[config.mk]
export PLATFORM = sky130hd
export DESIGN_NAME = tl_ul_arbiter_2to1
export DESIGN_NICKNAME = d
export VERILOG_FILES = /design/src/rtl/tl_ul_arbiter_2to1.sv
export SDC_FILE = /design/constraint.sdc
export NUM_CORES = 1
export LEC_CHECK = 0
export BUFFER_PORTS_ARGS = -buffer_cell sky130_fd_sc_hd__buf_2
export CORE_AREA = 2 2 150 152
export CTS_CLUSTER_SIZE = 40
export DETAILED_ROUTE_END_ITERATION = 8
export DIE_AREA = 0 0 152 154
export SYNTH_ARGS = -nofsm -noshare
export SYNTH_HDL_FRONTEND = slang
export SYNTH_SLANG_ARGS = --single-unit
[constraint.sdc]
create_clock -name clock -period 3.2 [get_ports clock]
set_clock_uncertainty 0.1 [all_clocks]
set_input_delay 0.8 -clock clock [delete_from_list [all_inputs] [get_ports clock]]
set_output_delay 0.8 -clock clock [all_outputs]
set_load 0.01 [all_outputs]
[src/rtl/tl_ul_arbiter_2to1.sv]
// Two-master TileLink-UL arbiter: round-robin A channel with stall lock and per-master
// outstanding limit; D responses steered by the appended source MSB. Option: TL_ARB_PERF_EN.
module tl_ul_arbiter_2to1 #(
    parameter int unsigned SRC_W   = 2,
    parameter int unsigned ADDR_W  = 30,
    parameter int unsigned MAX_OUT = 4
) (
    input  logic              clock,
    input  logic              reset,
`ifdef TL_ARB_PERF_EN
    output logic [31:0]       perf_gnt0,
    output logic [31:0]       perf_gnt1,
    output logic [31:0]       perf_stall,
`endif
    input  logic              m0_a_valid,
    output logic              m0_a_ready,
    input  logic [2:0]        m0_a_opcode,
    input  logic [2:0]        m0_a_param,
    input  logic [2:0]        m0_a_size,
    input  logic [SRC_W-1:0]  m0_a_source,
    input  logic [ADDR_W-1:0] m0_a_address,
    input  logic [3:0]        m0_a_mask,
    input  logic [31:0]       m0_a_data,
    output logic              m0_d_valid,
    input  logic              m0_d_ready,
    output logic [2:0]        m0_d_opcode,
    output logic [1:0]        m0_d_param,
    output logic [2:0]        m0_d_size,
    output logic [SRC_W-1:0]  m0_d_source,
    output logic              m0_d_sink,
    output logic              m0_d_denied,
    output logic              m0_d_corrupt,
    output logic [31:0]       m0_d_data,
    input  logic              m1_a_valid,
    output logic              m1_a_ready,
    input  logic [2:0]        m1_a_opcode,
    input  logic [2:0]        m1_a_param,
    input  logic [2:0]        m1_a_size,
    input  logic [SRC_W-1:0]  m1_a_source,
    input  logic [ADDR_W-1:0] m1_a_address,
    input  logic [3:0]        m1_a_mask,
    input  logic [31:0]       m1_a_data,
    output logic              m1_d_valid,
    input  logic              m1_d_ready,
    output logic [2:0]        m1_d_opcode,
    output logic [1:0]        m1_d_param,
    output logic [2:0]        m1_d_size,
    output logic [SRC_W-1:0]  m1_d_source,
    output logic              m1_d_sink,
    output logic              m1_d_denied,
    output logic              m1_d_corrupt,
    output logic [31:0]       m1_d_data,
    output logic              s_a_valid,
    input  logic              s_a_ready,
    output logic [2:0]        s_a_opcode,
    output logic [2:0]        s_a_param,
    output logic [2:0]        s_a_size,
    output logic [SRC_W:0]    s_a_source,
    output logic [ADDR_W-1:0] s_a_address,
    output logic [3:0]        s_a_mask,
    output logic [31:0]       s_a_data,
    input  logic              s_d_valid,
    output logic              s_d_ready,
    input  logic [2:0]        s_d_opcode,
    input  logic [1:0]        s_d_param,
    input  logic [2:0]        s_d_size,
    input  logic [SRC_W:0]    s_d_source,
    input  logic              s_d_sink,
    input  logic              s_d_denied,
    input  logic              s_d_corrupt,
    input  logic [31:0]       s_d_data
);

    localparam logic [3:0] MaxOut = 4'(MAX_OUT);

    logic       r_last_gnt, r_hold, r_held_gnt;
    logic [3:0] r_cnt0, r_cnt1;
    logic [3:0] w_cnt0_d, w_cnt1_d;
    logic       w_elig0, w_elig1, w_gnt, w_gnt_vld;
    logic       w_a_fire, w_sel, w_inc0, w_inc1, w_dec0, w_dec1;

    assign w_elig0 = m0_a_valid & (r_cnt0 != MaxOut);
    assign w_elig1 = m1_a_valid & (r_cnt1 != MaxOut);

    // A held grant wins unconditionally so the stalled payload stays stable.
    always_comb begin
        w_gnt_vld = 1'b0;
        w_gnt     = 1'b0;
        if (r_hold) begin
            w_gnt_vld = 1'b1;
            w_gnt     = r_held_gnt;
        end else if (w_elig0 && w_elig1) begin
            w_gnt_vld = 1'b1;
            w_gnt     = ~r_last_gnt;
        end else if (w_elig0) begin
            w_gnt_vld = 1'b1;
        end else if (w_elig1) begin
            w_gnt_vld = 1'b1;
            w_gnt     = 1'b1;
        end
    end

    assign s_a_valid   = w_gnt_vld & ~reset;
    assign s_a_opcode  = w_gnt ? m1_a_opcode  : m0_a_opcode;
    assign s_a_param   = w_gnt ? m1_a_param   : m0_a_param;
    assign s_a_size    = w_gnt ? m1_a_size    : m0_a_size;
    assign s_a_source  = {w_gnt, (w_gnt ? m1_a_source : m0_a_source)};
    assign s_a_address = w_gnt ? m1_a_address : m0_a_address;
    assign s_a_mask    = w_gnt ? m1_a_mask    : m0_a_mask;
    assign s_a_data    = w_gnt ? m1_a_data    : m0_a_data;
    assign m0_a_ready  = s_a_ready & s_a_valid & ~w_gnt;
    assign m1_a_ready  = s_a_ready & s_a_valid & w_gnt;
    assign w_a_fire    = s_a_valid & s_a_ready;

    assign w_sel       = s_d_source[SRC_W];
    assign m0_d_valid  = s_d_valid & ~w_sel & ~reset;
    assign m1_d_valid  = s_d_valid & w_sel & ~reset;
    assign s_d_ready   = (w_sel ? m1_d_ready : m0_d_ready) & ~reset;

    assign m0_d_opcode  = s_d_opcode;
    assign m0_d_param   = s_d_param;
    assign m0_d_size    = s_d_size;
    assign m0_d_source  = s_d_source[SRC_W-1:0];
    assign m0_d_sink    = s_d_sink;
    assign m0_d_denied  = s_d_denied;
    assign m0_d_corrupt = s_d_corrupt;
    assign m0_d_data    = s_d_data;
    assign m1_d_opcode  = s_d_opcode;
    assign m1_d_param   = s_d_param;
    assign m1_d_size    = s_d_size;
    assign m1_d_source  = s_d_source[SRC_W-1:0];
    assign m1_d_sink    = s_d_sink;
    assign m1_d_denied  = s_d_denied;
    assign m1_d_corrupt = s_d_corrupt;
    assign m1_d_data    = s_d_data;

    assign w_inc0 = w_a_fire & ~w_gnt;
    assign w_inc1 = w_a_fire & w_gnt;
    assign w_dec0 = m0_d_valid & m0_d_ready;
    assign w_dec1 = m1_d_valid & m1_d_ready;

    // A decrement at zero is a protocol error; saturate rather than wrap.
    always_comb begin
        w_cnt0_d = r_cnt0;
        w_cnt1_d = r_cnt1;
        if (w_inc0 && !w_dec0) begin
            w_cnt0_d = r_cnt0 + 4'd1;
        end else if (!w_inc0 && w_dec0 && (r_cnt0 != 4'd0)) begin
            w_cnt0_d = r_cnt0 - 4'd1;
        end
        if (w_inc1 && !w_dec1) begin
            w_cnt1_d = r_cnt1 + 4'd1;
        end else if (!w_inc1 && w_dec1 && (r_cnt1 != 4'd0)) begin
            w_cnt1_d = r_cnt1 - 4'd1;
        end
    end

    always_ff @(posedge clock or posedge reset) begin
        if (reset) begin
            r_last_gnt <= 1'b1;
            r_hold     <= 1'b0;
            r_held_gnt <= 1'b0;
            r_cnt0     <= 4'd0;
            r_cnt1     <= 4'd0;
        end else begin
            if (w_a_fire) begin
                r_last_gnt <= w_gnt;
                r_hold     <= 1'b0;
            end else if (s_a_valid) begin
                r_hold     <= 1'b1;
                r_held_gnt <= w_gnt;
            end
            r_cnt0 <= w_cnt0_d;
            r_cnt1 <= w_cnt1_d;
        end
    end

`ifdef TL_ARB_PERF_EN
    logic [31:0] r_perf_gnt0, r_perf_gnt1, r_perf_stall;

    always_ff @(posedge clock or posedge reset) begin
        if (reset) begin
            r_perf_gnt0  <= 32'd0;
            r_perf_gnt1  <= 32'd0;
            r_perf_stall <= 32'd0;
        end else begin
            if (w_inc0) r_perf_gnt0 <= r_perf_gnt0 + 32'd1;
            if (w_inc1) r_perf_gnt1 <= r_perf_gnt1 + 32'd1;
            if (s_a_valid && !s_a_ready) r_perf_stall <= r_perf_stall + 32'd1;
        end
    end

    assign perf_gnt0  = r_perf_gnt0;
    assign perf_gnt1  = r_perf_gnt1;
    assign perf_stall = r_perf_stall;
`endif

`ifndef SYNTHESIS
    a_d_underflow0: assert property (@(posedge clock) disable iff (reset)
        !(w_dec0 && (r_cnt0 == 4'd0)));
    a_d_underflow1: assert property (@(posedge clock) disable iff (reset)
        !(w_dec1 && (r_cnt1 == 4'd0)));
`endif

endmodule

==> results.md <==
- Status: finished clean
- Synth Area in Compound Gates: 0.0895
- CTS tree: yes
- Die height: 154 um
- Number of flops mapped to enable cells by yosys: 0
- Num CTS Buffers: 3
- Register-to-register path setup slack: 80 ps
- Via count: 2,841
- CTS Sinks: 11
- CTS max path bufs: 2
- Initial drt markers: 104
- FP Rows: 54
- Post-synth cell types: 53
- Syn. warnings: 0
- Slowest CP cell: or4b_4
- Min-delay worst type: flip-flop to flip-flop
- Worst-path clk slew: 40 ps
- Synthesized Nets: 499
- CP Launch Type: flip-flop
- IO Port Bufs: 246
- Fin. Hold Viols: 0
- Wire length per cell: roughly 22 um
- Fin. max-slew vios: 0
- Reg power frac: 0.094
- RSZ-0062 raised after global routing: true
- Hpwl dp: 14,100 um
- Max-slew headroom: 0.646
- Xor/xnor share of the synthesized area: 0.0134
- Initial antenna violation count: 1
- Worst EP required: 2300 ps
- FFs w/ async S/R, synth: 1.00
- I/O Pins: ~380
- GRT Overall Usage: 0.123
- Worst hold endpoint: r_held_gnt$_DFFE_PP0P_
- Clock share of power: 0.078
- Synth Area in Simple Gates: 0.105
- Die width: between 150 and 200 um
- Worst r2r dst: r_cnt0[3]$_DFFE_PP0P_
- Final Net Count: 693
- Worst Tran Pin Value: 532 ps
- #FFs+latches synth: 11
- Critical Path AT: 2260 ps
- Power Density: 668 nW/um2
- Cell family with most CP delay: simple AND/OR/NAND/NOR gates
- R2R depth: 12
- Achievable Freq: between 300 and 400 MHz
- Area Growth Syn to Fin: 73.9%
- Largest family of logic cells by synthesized area: multiplexers
- Post-Route Setup TNS: 0 ps
- CP peak stage delay: 580 ps
- Mean Syn Cell Area: 9.18 um2
- Largest net degree at the start of global routing: 13
- RR Startpoint: r_cnt1[1]$_DFFE_PP0P_
- Psw: 0.00122 W
- Die area: approximately 23,000 um2
- Main synth FF type: dfrtp_1
- Final setup vio count: 0
- DRC: 0
- Min-Delay Path Depth: 1
- First-pass GRT wire length: 21,000 um
- Crit. End Element: primary output
- Core Region: roughly 22,000 um2
- Antenna Violating Nets Remaining: 0
- Later-pin clock latency in the skew report: between 200 and 250 ps
- Post-synthesis mux area share: 0.357
- Critical path fanouts, max: 7
- Final wirelength: 16,700 um
- GPL Wtd Cong: 0.876
- Post-Synth Adder-Cell Area: 0.0344
- Worst-path cell chain: or4b_4, nand2_4, o31ai_4, buf_12, buf_8, buf_4, mux2_4, buf_2
- Vias per cell: 3.74
- Layout fillers: 2,372
- Worst Path Buf+Inv: 4
- Post-Place Cells: 738
- Worst IR Drop VDD: 0.000418 V
- Minimum clock period after layout: 3160 ps
- Share of layout cells above drive strength 1: 0.820
- Hold Buf Count CTS: 0
- H-tree depth: 1
- Crit path kind: flip-flop to primary output
- Static leakage: 2.31 nW
- Initial core utilization: 0.121
- Seq/Total Area, Yosys: 0.106
- Post-Syn Area: 2620 um2
- TritonRoute pass-1 iters: 4
- GRT Residual Overflow: 0
- Gate power share: 0.828
- Vias in the first global route: ~2,900
- Finished Layout Cells: approximately 760
- Period utilization: 0.987
- Syn Inst Count: 285
- Min-Delay Startpoint: r_held_gnt$_DFFE_PP0P_
- Total internal power: 0.00182 W
- Switching portion of total power: 0.401
- Root buffer cell: clkbuf_16
- Max Cap Violations: 0
-- sequential cells by signal, indices dropped and copies added, names as in the netlist --
register,count
r_cnt1,4
r_hold,1
r_cnt0,4
r_last_gnt,1
r_held_gnt,1
-- layout make-up --
type	instances	area, um2	share of cell area
Timing Repair Buffer	290	2030	0.447
Multi-Input combinational cell	167	1780	0.392
Tap cell	280	350	0.0771
Sequential cell	11	279	0.0614
Clock buffer	4	78.8	0.0173
Inverter	6	23.8	0.00523
Antenna cell	1	2.50	0.000550
-- kinds of logic after synthesis --
| kind of cell | after synthesis |
|---|---|
| XOR/XNOR | 4 |
| multiplexers | 83 |
| flip-flops | 11 |
| AO/OA/AOI/OAI | 28 |
| AND/OR/NAND/NOR | 46 |
| adder cells (fa/ha/maj) | 6 |
| buffers and inverters | 107 |
-- per-layer routing --
metal	track usage	vias up	wire length [um]
met5	0	-	0
met4	0.0307	0	524
met3	0.0874	30	2670
met2	0.192	222	7380
met1	0.135	1292	6080
li1	-	1297	-
-- cell usage after synthesis (all sizes together), types with 2 or more instances --
library cell	number	area [um2]
buf	100	743
mux2	80	905
nor2	13	61.3
dfrtp	10	250
nand2	9	33.8
a21oi	5	25.0
inv	5	18.8
nand2b	5	31.3
o21ai	5	25.0
ha	4	50.1
and3	3	18.8
mux2i	3	30.0
nor3	3	15.0
a211o	2	17.5
a21o	2	15.0
fa	2	40.0
nand3	2	10.0
nor4b	2	32.5
or3	2	12.5
xnor2	2	17.5
xor2	2	17.5
-- stage by stage --
step	util	instance area, um2	setup slack (ps)	total power [W]	hold slack (ps)
after detailed placement	0.169	3670	-50.1	0.00206	393
after floorplan	-	2620	112	0.00142	371
after global placement	0.169	3670	-11.6	0.00204	397
final	0.210	4550	41.1	0.00304	398
after CTS	0.182	3940	-15.1	0.00250	404
after global routing	0.210	4550	-40.7	0.00323	450
-- how the worst max path moves through the flow --
stage                     cells past startpoint  slack (ps)                   from                     to
after global placement                        8         -10             m0_a_valid          s_a_source[1]
after detailed placement                     13         -50                  reset  r_cnt1[3]$_DFFE_PP0P_
final                                         8          40  r_cnt1[1]$_DFFE_PP0P_            s_a_mask[1]
after global routing                          8         -40  r_cnt0[3]$_DFFE_PP0P_           s_a_data[12]
after floorplan                              12         110  r_cnt1[1]$_DFFE_PP0P_  r_cnt0[3]$_DFFE_PP0P_
after CTS                                     6         -20  r_cnt0[1]$_DFFE_PP0P_        s_a_address[24]
-- power groups by stage --
stage | sequential, W | combinational (W) | clock (W)
finish | 0.000286 | 0.00252 | 0.000236
global route | 0.000297 | 0.00270 | 0.000243
CTS | 0.000288 | 0.00198 | 0.000236
detailed placement | 0.000295 | 0.00176 | 0
global placement | 0.000295 | 0.00175 | 0
floorplan | 0.000288 | 0.00113 | 0
-- cell usage in the layout, fill, tap and decap left out, drive strengths merged, types with 2 or more instances in the layout --
cell type / netlist / layout
inv: 5 / 5
nand2: 9 / 9
xnor2: 2 / 2
clkbuf: 1 / 7
or3: 2 / 2
nand2b: 5 / 5
mux2: 80 / 80
a21oi: 5 / 5
a211o: 2 / 2
nand3: 2 / 2
nor4b: 2 / 2
and3: 3 / 3
o21ai: 5 / 5
xor2: 2 / 2
nor2: 13 / 13
fa: 2 / 2
mux2i: 3 / 3
dfrtp: 10 / 10
buf: 100 / 287
nor3: 3 / 3
ha: 4 / 4
a21o: 2 / 2
-- what timing repair did --
item	in CTS	in global routing
hold endpoints to repair	0	0
gates cloned	1	3
buffers inserted	8	5
pin swaps	4	8
setup endpoints to repair	37	73
gates resized for setup	28	136
(Power assumes the default switching activity.)
